===== src/rtl/player_motion_pkg.sv =====
// Shared encodings for the player gravity motion controller: motion states and
// gravity-direction codes.
package player_motion_pkg;

  typedef enum logic [1:0] {
    StFree     = 2'd0,
    StGrounded = 2'd1,
    StJumping  = 2'd2,
    StFalling  = 2'd3
  } motion_state_t;

  localparam logic [2:0] GRAV_NONE  = 3'd0;
  localparam logic [2:0] GRAV_UP    = 3'd1;
  localparam logic [2:0] GRAV_RIGHT = 3'd2;
  localparam logic [2:0] GRAV_DOWN  = 3'd3;
  localparam logic [2:0] GRAV_LEFT  = 3'd4;

  // Unused codes collapse onto "no gravity".
  function automatic logic [2:0] decode_dir(input logic [2:0] dir);
    return (dir > GRAV_LEFT) ? GRAV_NONE : dir;
  endfunction

endpackage


===== src/rtl/player_gravity_axis_map.sv =====
// Maps a decoded gravity direction onto the gravity axis, its floor/ceiling box
// edges, the direction of fall and the key that jumps against gravity.
module player_gravity_axis_map
  import player_motion_pkg::*;
#(
  parameter int POS_W = 10
) (
  input  logic [2:0]       i_dir,
  input  logic             i_switch_up,
  input  logic             i_switch_down,
  input  logic             i_switch_left,
  input  logic             i_switch_right,
  input  logic [POS_W-1:0] i_x0,
  input  logic [POS_W-1:0] i_y0,
  input  logic [POS_W-1:0] i_x1,
  input  logic [POS_W-1:0] i_y1,
  output logic             o_axis_y,
  output logic             o_sign_pos,
  output logic             o_jump_key,
  output logic [POS_W-1:0] o_floor_edge,
  output logic [POS_W-1:0] o_ceil_edge
);

  // o_sign_pos: falling increases the coordinate on the gravity axis.
  always_comb begin
    o_axis_y     = 1'b1;
    o_sign_pos   = 1'b1;
    o_jump_key   = 1'b0;
    o_floor_edge = i_y1;
    o_ceil_edge  = i_y0;
    case (i_dir)
      GRAV_UP: begin
        o_sign_pos   = 1'b0;
        o_floor_edge = i_y0;
        o_ceil_edge  = i_y1;
        o_jump_key   = i_switch_down;
      end
      GRAV_RIGHT: begin
        o_axis_y     = 1'b0;
        o_floor_edge = i_x1;
        o_ceil_edge  = i_x0;
        o_jump_key   = i_switch_left;
      end
      GRAV_DOWN: begin
        o_jump_key = i_switch_up;
      end
      GRAV_LEFT: begin
        o_axis_y     = 1'b0;
        o_sign_pos   = 1'b0;
        o_floor_edge = i_x0;
        o_ceil_edge  = i_x1;
        o_jump_key   = i_switch_right;
      end
      default: ;
    endcase
  end

endmodule


===== src/rtl/player_gravity_motion_controller.sv =====
// Player motion under selectable gravity: free movement, jump, fall and landing,
// with sub-pixel positions clamped to the play box every tick.
module player_gravity_motion_controller
  import player_motion_pkg::*;
#(
  parameter int POS_W          = 10,
  parameter int FRAC_BITS      = 4,
  parameter int PLAYER_POS_X   = 320,
  parameter int PLAYER_POS_Y   = 240,
  parameter int PLAYER_W       = 30,
  parameter int PLAYER_H       = 30,
  parameter int MOVE_SPEED     = 18,
  parameter int JUMP_SPEED     = 24,
  parameter int GRAVITY        = 2,
  parameter int MAX_FALL_SPEED = 35,
  parameter int JUMP_H         = 80
) (
  input  logic             clk_player_control,
  input  logic             reset,
  input  logic             switch_up,
  input  logic             switch_down,
  input  logic             switch_left,
  input  logic             switch_right,
  input  logic [POS_W-1:0] game_display_x0,
  input  logic [POS_W-1:0] game_display_y0,
  input  logic [POS_W-1:0] game_display_x1,
  input  logic [POS_W-1:0] game_display_y1,
  input  logic [2:0]       gravity_direction,
  input  logic [POS_W-1:0] collider_ground_h_player,
  input  logic             is_collider_ground_player,
  output logic [POS_W-1:0] player_pos_x,
  output logic [POS_W-1:0] player_pos_y,
  output logic [POS_W-1:0] player_w,
  output logic [POS_W-1:0] player_h,
  output logic             on_ground,
  output logic [1:0]       motion_state
);

  // Sign bit plus guard bit above the sub-pixel position: no wrap before clamping.
  localparam int SW = POS_W + FRAC_BITS + 2;

  localparam logic signed [SW-1:0] LP_SIZE_W     = SW'(PLAYER_W << FRAC_BITS);
  localparam logic signed [SW-1:0] LP_SIZE_H     = SW'(PLAYER_H << FRAC_BITS);
  localparam logic signed [SW-1:0] LP_MOVE       = SW'(MOVE_SPEED);
  localparam logic signed [SW-1:0] LP_JUMP_SPEED = SW'(JUMP_SPEED);
  localparam logic signed [SW-1:0] LP_GRAVITY    = SW'(GRAVITY);
  localparam logic signed [SW-1:0] LP_MAX_FALL   = SW'(MAX_FALL_SPEED);
  localparam logic signed [SW-1:0] LP_JUMP_H     = SW'(JUMP_H << FRAC_BITS);
  localparam logic signed [SW-1:0] LP_RESET_X    = SW'(PLAYER_POS_X << FRAC_BITS);
  localparam logic signed [SW-1:0] LP_RESET_Y    = SW'(PLAYER_POS_Y << FRAC_BITS);

  function automatic logic signed [SW-1:0] to_h(input logic [POS_W-1:0] px);
    return $signed({2'b00, px, {FRAC_BITS{1'b0}}});
  endfunction

  function automatic logic signed [SW-1:0] step(input logic dec, input logic inc);
    if (inc && !dec) return LP_MOVE;
    if (dec && !inc) return -LP_MOVE;
    return '0;
  endfunction

  function automatic logic signed [SW-1:0] clamp(input logic signed [SW-1:0] v,
                                                 input logic signed [SW-1:0] lo,
                                                 input logic signed [SW-1:0] hi);
    logic signed [SW-1:0] t;
    t = (v < lo) ? lo : v;
    return (t > hi) ? hi : t;
  endfunction

  motion_state_t        r_state, w_ns;
  logic signed [SW-1:0] r_hx, r_hy, r_fall_speed, r_jump_limit;
  logic signed [SW-1:0] w_nx, w_ny, w_nfs, w_njl, w_ng, w_cand, w_stop;
  logic signed [SW-1:0] w_lo_x, w_hi_x, w_lo_y, w_hi_y, w_step_x, w_step_y;
  logic signed [SW-1:0] w_g, w_size, w_floor, w_ceil, w_edge_floor, w_col_h, w_col_floor;
  logic [2:0]           r_prev_dir, w_dir;
  logic [POS_W-1:0]     r_pos_x, r_pos_y, w_floor_edge, w_ceil_edge;
  logic                 r_on_ground, w_axis_y, w_sign_pos, w_jump_key, w_col_use;

  assign w_dir = decode_dir(gravity_direction);

  player_gravity_axis_map #(
    .POS_W(POS_W)
  ) u_axis_map (
    .i_dir         (w_dir),
    .i_switch_up   (switch_up),
    .i_switch_down (switch_down),
    .i_switch_left (switch_left),
    .i_switch_right(switch_right),
    .i_x0          (game_display_x0),
    .i_y0          (game_display_y0),
    .i_x1          (game_display_x1),
    .i_y1          (game_display_y1),
    .o_axis_y      (w_axis_y),
    .o_sign_pos    (w_sign_pos),
    .o_jump_key    (w_jump_key),
    .o_floor_edge  (w_floor_edge),
    .o_ceil_edge   (w_ceil_edge)
  );

  assign w_lo_x   = to_h(game_display_x0);
  assign w_hi_x   = to_h(game_display_x1) - LP_SIZE_W;
  assign w_lo_y   = to_h(game_display_y0);
  assign w_hi_y   = to_h(game_display_y1) - LP_SIZE_H;
  assign w_step_x = step(switch_left, switch_right);
  assign w_step_y = step(switch_up, switch_down);

  // Floor/ceiling expressed as the top-left coordinate at which the player is flush.
  assign w_g          = w_axis_y ? r_hy : r_hx;
  assign w_size       = w_axis_y ? LP_SIZE_H : LP_SIZE_W;
  assign w_edge_floor = w_sign_pos ? to_h(w_floor_edge) - w_size : to_h(w_floor_edge);
  assign w_ceil       = w_sign_pos ? to_h(w_ceil_edge) : to_h(w_ceil_edge) - w_size;
  assign w_col_h      = to_h(collider_ground_h_player);
  assign w_col_floor  = w_sign_pos ? w_col_h - w_size : w_col_h;
  assign w_col_use    = is_collider_ground_player &&
      (w_sign_pos ? (w_col_h < to_h(w_floor_edge) && w_col_floor >= w_g)
                  : (w_col_h > to_h(w_floor_edge) && w_col_floor <= w_g));
  assign w_floor      = w_col_use ? w_col_floor : w_edge_floor;

  always_comb begin
    w_ns   = r_state;
    w_nfs  = r_fall_speed;
    w_njl  = r_jump_limit;
    w_ng   = w_g;
    w_cand = w_g;
    w_stop = w_ceil;
    if (w_dir != r_prev_dir) begin
      w_ns  = (w_dir == GRAV_NONE) ? StFree : StFalling;
      w_nfs = '0;
    end else if (w_dir != GRAV_NONE) begin
      unique case (r_state)
        StGrounded: begin
          if (w_jump_key) begin
            w_ns  = StJumping;
            w_njl = w_sign_pos ? w_g - LP_JUMP_H : w_g + LP_JUMP_H;
            w_nfs = '0;
          end else if (w_g != w_floor) begin
            w_ns = StFalling;
          end
        end
        StJumping: begin
          if (!w_jump_key) begin
            w_ns = StFalling;
          end else begin
            w_cand = w_sign_pos ? w_g - LP_JUMP_SPEED : w_g + LP_JUMP_SPEED;
            // Stop at whichever of jump limit and ceiling comes first.
            if (w_sign_pos) w_stop = (r_jump_limit > w_ceil) ? r_jump_limit : w_ceil;
            else            w_stop = (r_jump_limit < w_ceil) ? r_jump_limit : w_ceil;
            if (w_sign_pos ? (w_cand <= w_stop) : (w_cand >= w_stop)) begin
              w_ng = w_stop;
              w_ns = StFalling;
            end else begin
              w_ng = w_cand;
            end
          end
        end
        StFalling: begin
          w_nfs  = (r_fall_speed + LP_GRAVITY > LP_MAX_FALL) ? LP_MAX_FALL
                                                             : r_fall_speed + LP_GRAVITY;
          w_cand = w_sign_pos ? w_g + w_nfs : w_g - w_nfs;
          if (w_sign_pos ? (w_cand >= w_floor) : (w_cand <= w_floor)) begin
            w_ng  = w_floor;
            w_ns  = StGrounded;
            w_nfs = '0;
          end else begin
            w_ng = w_cand;
          end
        end
        default: ;
      endcase
    end

    if (w_dir == GRAV_NONE) begin
      w_nx = r_hx + w_step_x;
      w_ny = r_hy + w_step_y;
    end else if (w_axis_y) begin
      w_nx = r_hx + w_step_x;
      w_ny = w_ng;
    end else begin
      w_nx = w_ng;
      w_ny = r_hy + w_step_y;
    end
    w_nx = clamp(w_nx, w_lo_x, w_hi_x);
    w_ny = clamp(w_ny, w_lo_y, w_hi_y);
  end

  always_ff @(posedge clk_player_control) begin
    if (reset) begin
      r_hx         <= LP_RESET_X;
      r_hy         <= LP_RESET_Y;
      r_pos_x      <= POS_W'(PLAYER_POS_X);
      r_pos_y      <= POS_W'(PLAYER_POS_Y);
      r_state      <= StFree;
      r_on_ground  <= 1'b0;
      r_fall_speed <= '0;
      r_jump_limit <= '0;
      r_prev_dir   <= GRAV_NONE;
    end else begin
      r_hx         <= w_nx;
      r_hy         <= w_ny;
      r_pos_x      <= r_hx[FRAC_BITS +: POS_W];
      r_pos_y      <= r_hy[FRAC_BITS +: POS_W];
      r_state      <= w_ns;
      r_on_ground  <= (w_ns == StGrounded);
      r_fall_speed <= w_nfs;
      r_jump_limit <= w_njl;
      r_prev_dir   <= w_dir;
    end
  end

  assign player_pos_x = r_pos_x;
  assign player_pos_y = r_pos_y;
  assign player_w     = POS_W'(PLAYER_W);
  assign player_h     = POS_W'(PLAYER_H);
  assign on_ground    = r_on_ground;
  assign motion_state = r_state;

endmodule


===== config.mk =====
export PLATFORM = sky130hd
export DESIGN_NAME = player_gravity_motion_controller
export DESIGN_NICKNAME = d
export VERILOG_FILES = /design/src/rtl/player_motion_pkg.sv /design/src/rtl/player_gravity_axis_map.sv /design/src/rtl/player_gravity_motion_controller.sv
export SDC_FILE = /design/constraint.sdc
export NUM_CORES = 1
export LEC_CHECK = 0
export CORE_MARGIN = 1
export CORE_UTILIZATION = 66
export CTS_CLUSTER_SIZE = 20
export DETAILED_ROUTE_END_ITERATION = 7
export PLACE_DENSITY_LB_ADDON = 0.25
export SLEW_MARGIN = 5
export SYNTH_ARGS = -nofsm -noshare
export SYNTH_HDL_FRONTEND = slang
export SYNTH_SLANG_ARGS = --single-unit
export TNS_END_PERCENT = 50

===== constraint.sdc =====
create_clock -name clk_player_control -period 26.1 [get_ports clk_player_control]
set_clock_uncertainty 0.1 [all_clocks]
set_input_delay 5.22 -clock clk_player_control [delete_from_list [all_inputs] [get_ports clk_player_control]]
set_output_delay 5.22 -clock clk_player_control [all_outputs]
set_load 0.005 [all_outputs]

==> metrics.cfg <==
[status]
status = finished clean

[placement]
gp_congestion = 1.17
dp_hpwl_mm = 38.7
dpl_cell_area_um2 = 14000
port_buffers = 82

[global_route]
grt.busiest_layer = met2
met1_usage_pct = 60.6
antenna_found_initial = 3
gr-total-overflow = 0
grt_max_degree = 58
grt_pass1_wl_mm = 73.3
grt_usage_pct = 47.6
use_met3_pct = 13.9
use_met2_pct = 70.9
grt_pass1_vias = 12900

[min_path]
holdPathStages = 2
hold_end = r_jump_limit[4]
hold_path.class = flop to flop
hp-start = r_jump_limit[4]

[final_layout]
layout_common_cells = 170 x ha_1, 156 x nor2_1, 126 x a21oi_1, 124 x nand2_1, 104 x inv_1
final_common_cell = ha_1
nFillCells = 1573
multi_input_area_um2 = 10500
stdcell_area_um2 = 14300
layout-drive-gt1-share_pct = 5.06
layout.nets = 2008
syn_to_final_growth_pct = 9.36
register_area_um2 = 1800

[sta]
max_freq_mhz = 53.5
worst_pin_slew_ns = 1.31
slew-limit-headroom_pct = 11.8
rsz0062_at_grt = no
setup_viol = 0
finalHoldViolCount = 0
tns_ns = 0
fin_crit_sh_pct = 71.7
whs_ns = 0.408
drv_slew = 0
timing.final.crit_period_ns = 18.70

[clock_network]
ctsHoldBuffers = 0
clk_pin_slew_ns = 0.08
cts-root-buf = clkbuf_16
cts.sinks = 90
clock_latency_ns = 0.38
cts_inserted_buffers = 9
cts_resized = 0
cts_max_level = 3
cts_max_path_buffers = 2
cts_tree = built
cts_setup_buffers = 0

[worst_setup_path]
cp_max_fo = 26
worstSetupPathType = primary input to flop
worst_ep_arrival_time_ns = 18.84
reg2reg_from = r_fall_speed[1]
cpMostUsedCell = ha_1
ff2ff_path_depth = 49
worstPathRequired_ns = 26.24
cpMaxStageDelayCell = o41ai_4
max_stage_delay_ns = 0.99
cp-end-kind = flop
r2r_slack_ns = 11.09
cp-start-kind = primary input
reg2reg_to = r_hy[13]

[synth]
yosysSeqAreaShare_pct = 13.8
avgSynthCellArea_um2 = 7.52
netlist_area_um2 = 13100
synth_compound_area_share_pct = 26.9
synthMuxAreaShare_pct = 4.84
synth-seq-cells = 90
synth_top_family_by_area = compound AO/OA/AOI/OAI gates
synthTopCellsByArea = ha_1 16%, dfxtp_1 14%, xnor2_1 6.1%
synth_area_leader_cell = ha_1
yosysWarnings = 0
synth_top_area_share_pct = 16.3
synthAdderAreaFrac_pct = 17.0
synth_edf_count = 0
synthSimpleGateAreaFrac_pct = 21.7
netlist_instances = 1740
async_flop_share_pct = 0
synth_top_flop_cell = dfxtp_1
synthXorXnorAreaFrac_pct = 9.03
yosys.cell_types.count = 95

[power_and_ir_drop]
sequentialPowerShare_pct = 14.0
sw_frac_of_total_pct = 53.7
p_leak_nw = 6.18
combPwrFrac_pct = 75.9
p_switching_mw = 0.796
powerDensity_nw_per_um2 = 104
p_int_mw = 0.687
vdd_ir_drop_max_mv = 0.0989
p_clk_share_pct = 10.1

[die]
pin_count = 103
core-area_um2 = 19500
start_util_pct = 67.2
chipHeight_um = 143
die-area_um2 = 20400
rows = 51
die_w_um = 143

[route]
drc = 0
wl_per_cell_um = 23.9
wl_mm = 48.9
num_vias = 14300
drtIter0Drc = 2048
vias_per_cell = 6.99
ant_nets = 0
drt_first_pass_iters = 8

[job]
cap_violations = 0

[final cells by class]
type / instances / share of cell area (%)
multi-input cells: 1467 / 73.4
flip-flops and latches: 90 / 12.6
repair buffers: 100 / 6.65
inverters: 105 / 2.75
well taps: 265 / 2.32
clock buffers: 9 / 1.57
clock inverters: 7 / 0.630
diodes: 5 / 0.0875
[stage by stage]
step / power, mW / std cells / util [%] / worst slack [ns]
2_1_floorplan: 0.986 / 1758 / - / 10.36
3_3_place_gp: 1.25 / 2027 / 71.8 / 7.91
3_5_place_dp: 1.28 / 2027 / 71.8 / 7.66
4_1_cts: 1.43 / 2043 / 73.4 / 8.03
5_1_grt: 1.56 / 2043 / 73.4 / 6.88
6_report: 1.48 / 2048 / 73.5 / 7.40
[worst max-delay path, delay by kind of cell]
family                     cells  cell delay [ns]
AOI/OAI and AO/OA             18             6.78
buffers and inverters          4             1.14
and+or+nand+nor               11             2.37
adders and majority gates      5             2.05
muxes                          3             1.24
[worst max path at each step]
stage,from,to,cells past startpoint
global placement,gravity_direction[1],r_hy[13],41
global route,gravity_direction[1],r_hy[4],41
floorplan,gravity_direction[0],r_hy[9],54
detailed placement,gravity_direction[1],r_hy[5],41
CTS,gravity_direction[1],r_hy[5],41
finish,gravity_direction[1],r_hy[13],41
[Yosys cell counts (all sizes together) (8+ instances only)]
cell	number
xnor2	92
and2	18
nor4	14
a31oi	21
o21ai	99
and3	14
dfxtp	90
nor3b	10
o21bai	15
o21a	24
nor2	159
nand4	25
ha	170
inv	104
a22oi	22
a221oi	8
or3	13
a211oi	27
a21oi	129
a211o	10
nor4bb	9
o211ai	19
nand2	124
clkbuf	58
o22ai	10
nor3	44
mux2	18
o31ai	8
mux2i	43
nand3	39
or2	15
a21o	32
nand2b	18
buf	38
xor2	42
nand3b	8
nor2b	36
[registers in the layout, summed over array words and instances (netlist names)]
| register | flops |
|---|---|
| motion_state | 2 |
| r_fall_speed | 16 |
| r_prev_dir | 3 |
| r_jump_limit | 16 |
| on_ground | 1 |
| player_pos_x | 10 |
| player_pos_y | 10 |
| r_hx | 16 |
| r_hy | 16 |
[power groups by stage]
stage | clock network, mW | registers, mW | logic, mW
6_report | 0.149 | 0.208 | 1.13
5_1_grt | 0.152 | 0.206 | 1.20
4_1_cts | 0.148 | 0.203 | 1.08
3_5_place_dp | 0 | 0.206 | 1.07
3_3_place_gp | 0 | 0.205 | 1.04
2_1_floorplan | 0 | 0.183 | 0.803
[cell families (layout without fill, tap and decap cells)]
group,count (synthesis),after routing
AOI/OAI and AO/OA,513,513
xor gates and xnor gates,134,134
adders and majority gates,175,175
buffers and inverters,201,221
DFF,90,90
muxes,61,61
other,2,25
and+or+nand+nor,564,564
[routing by layer]
metal	up-vias	wire (µm)	part of all wire (%)
li1	6424	-	-
met1	6503	18600	38
met2	1109	19900	41
met3	274	6930	14
met4	2	3340	6.8
met5	-	92	0.19
Note: power is estimated with default switching activity, not from simulation.
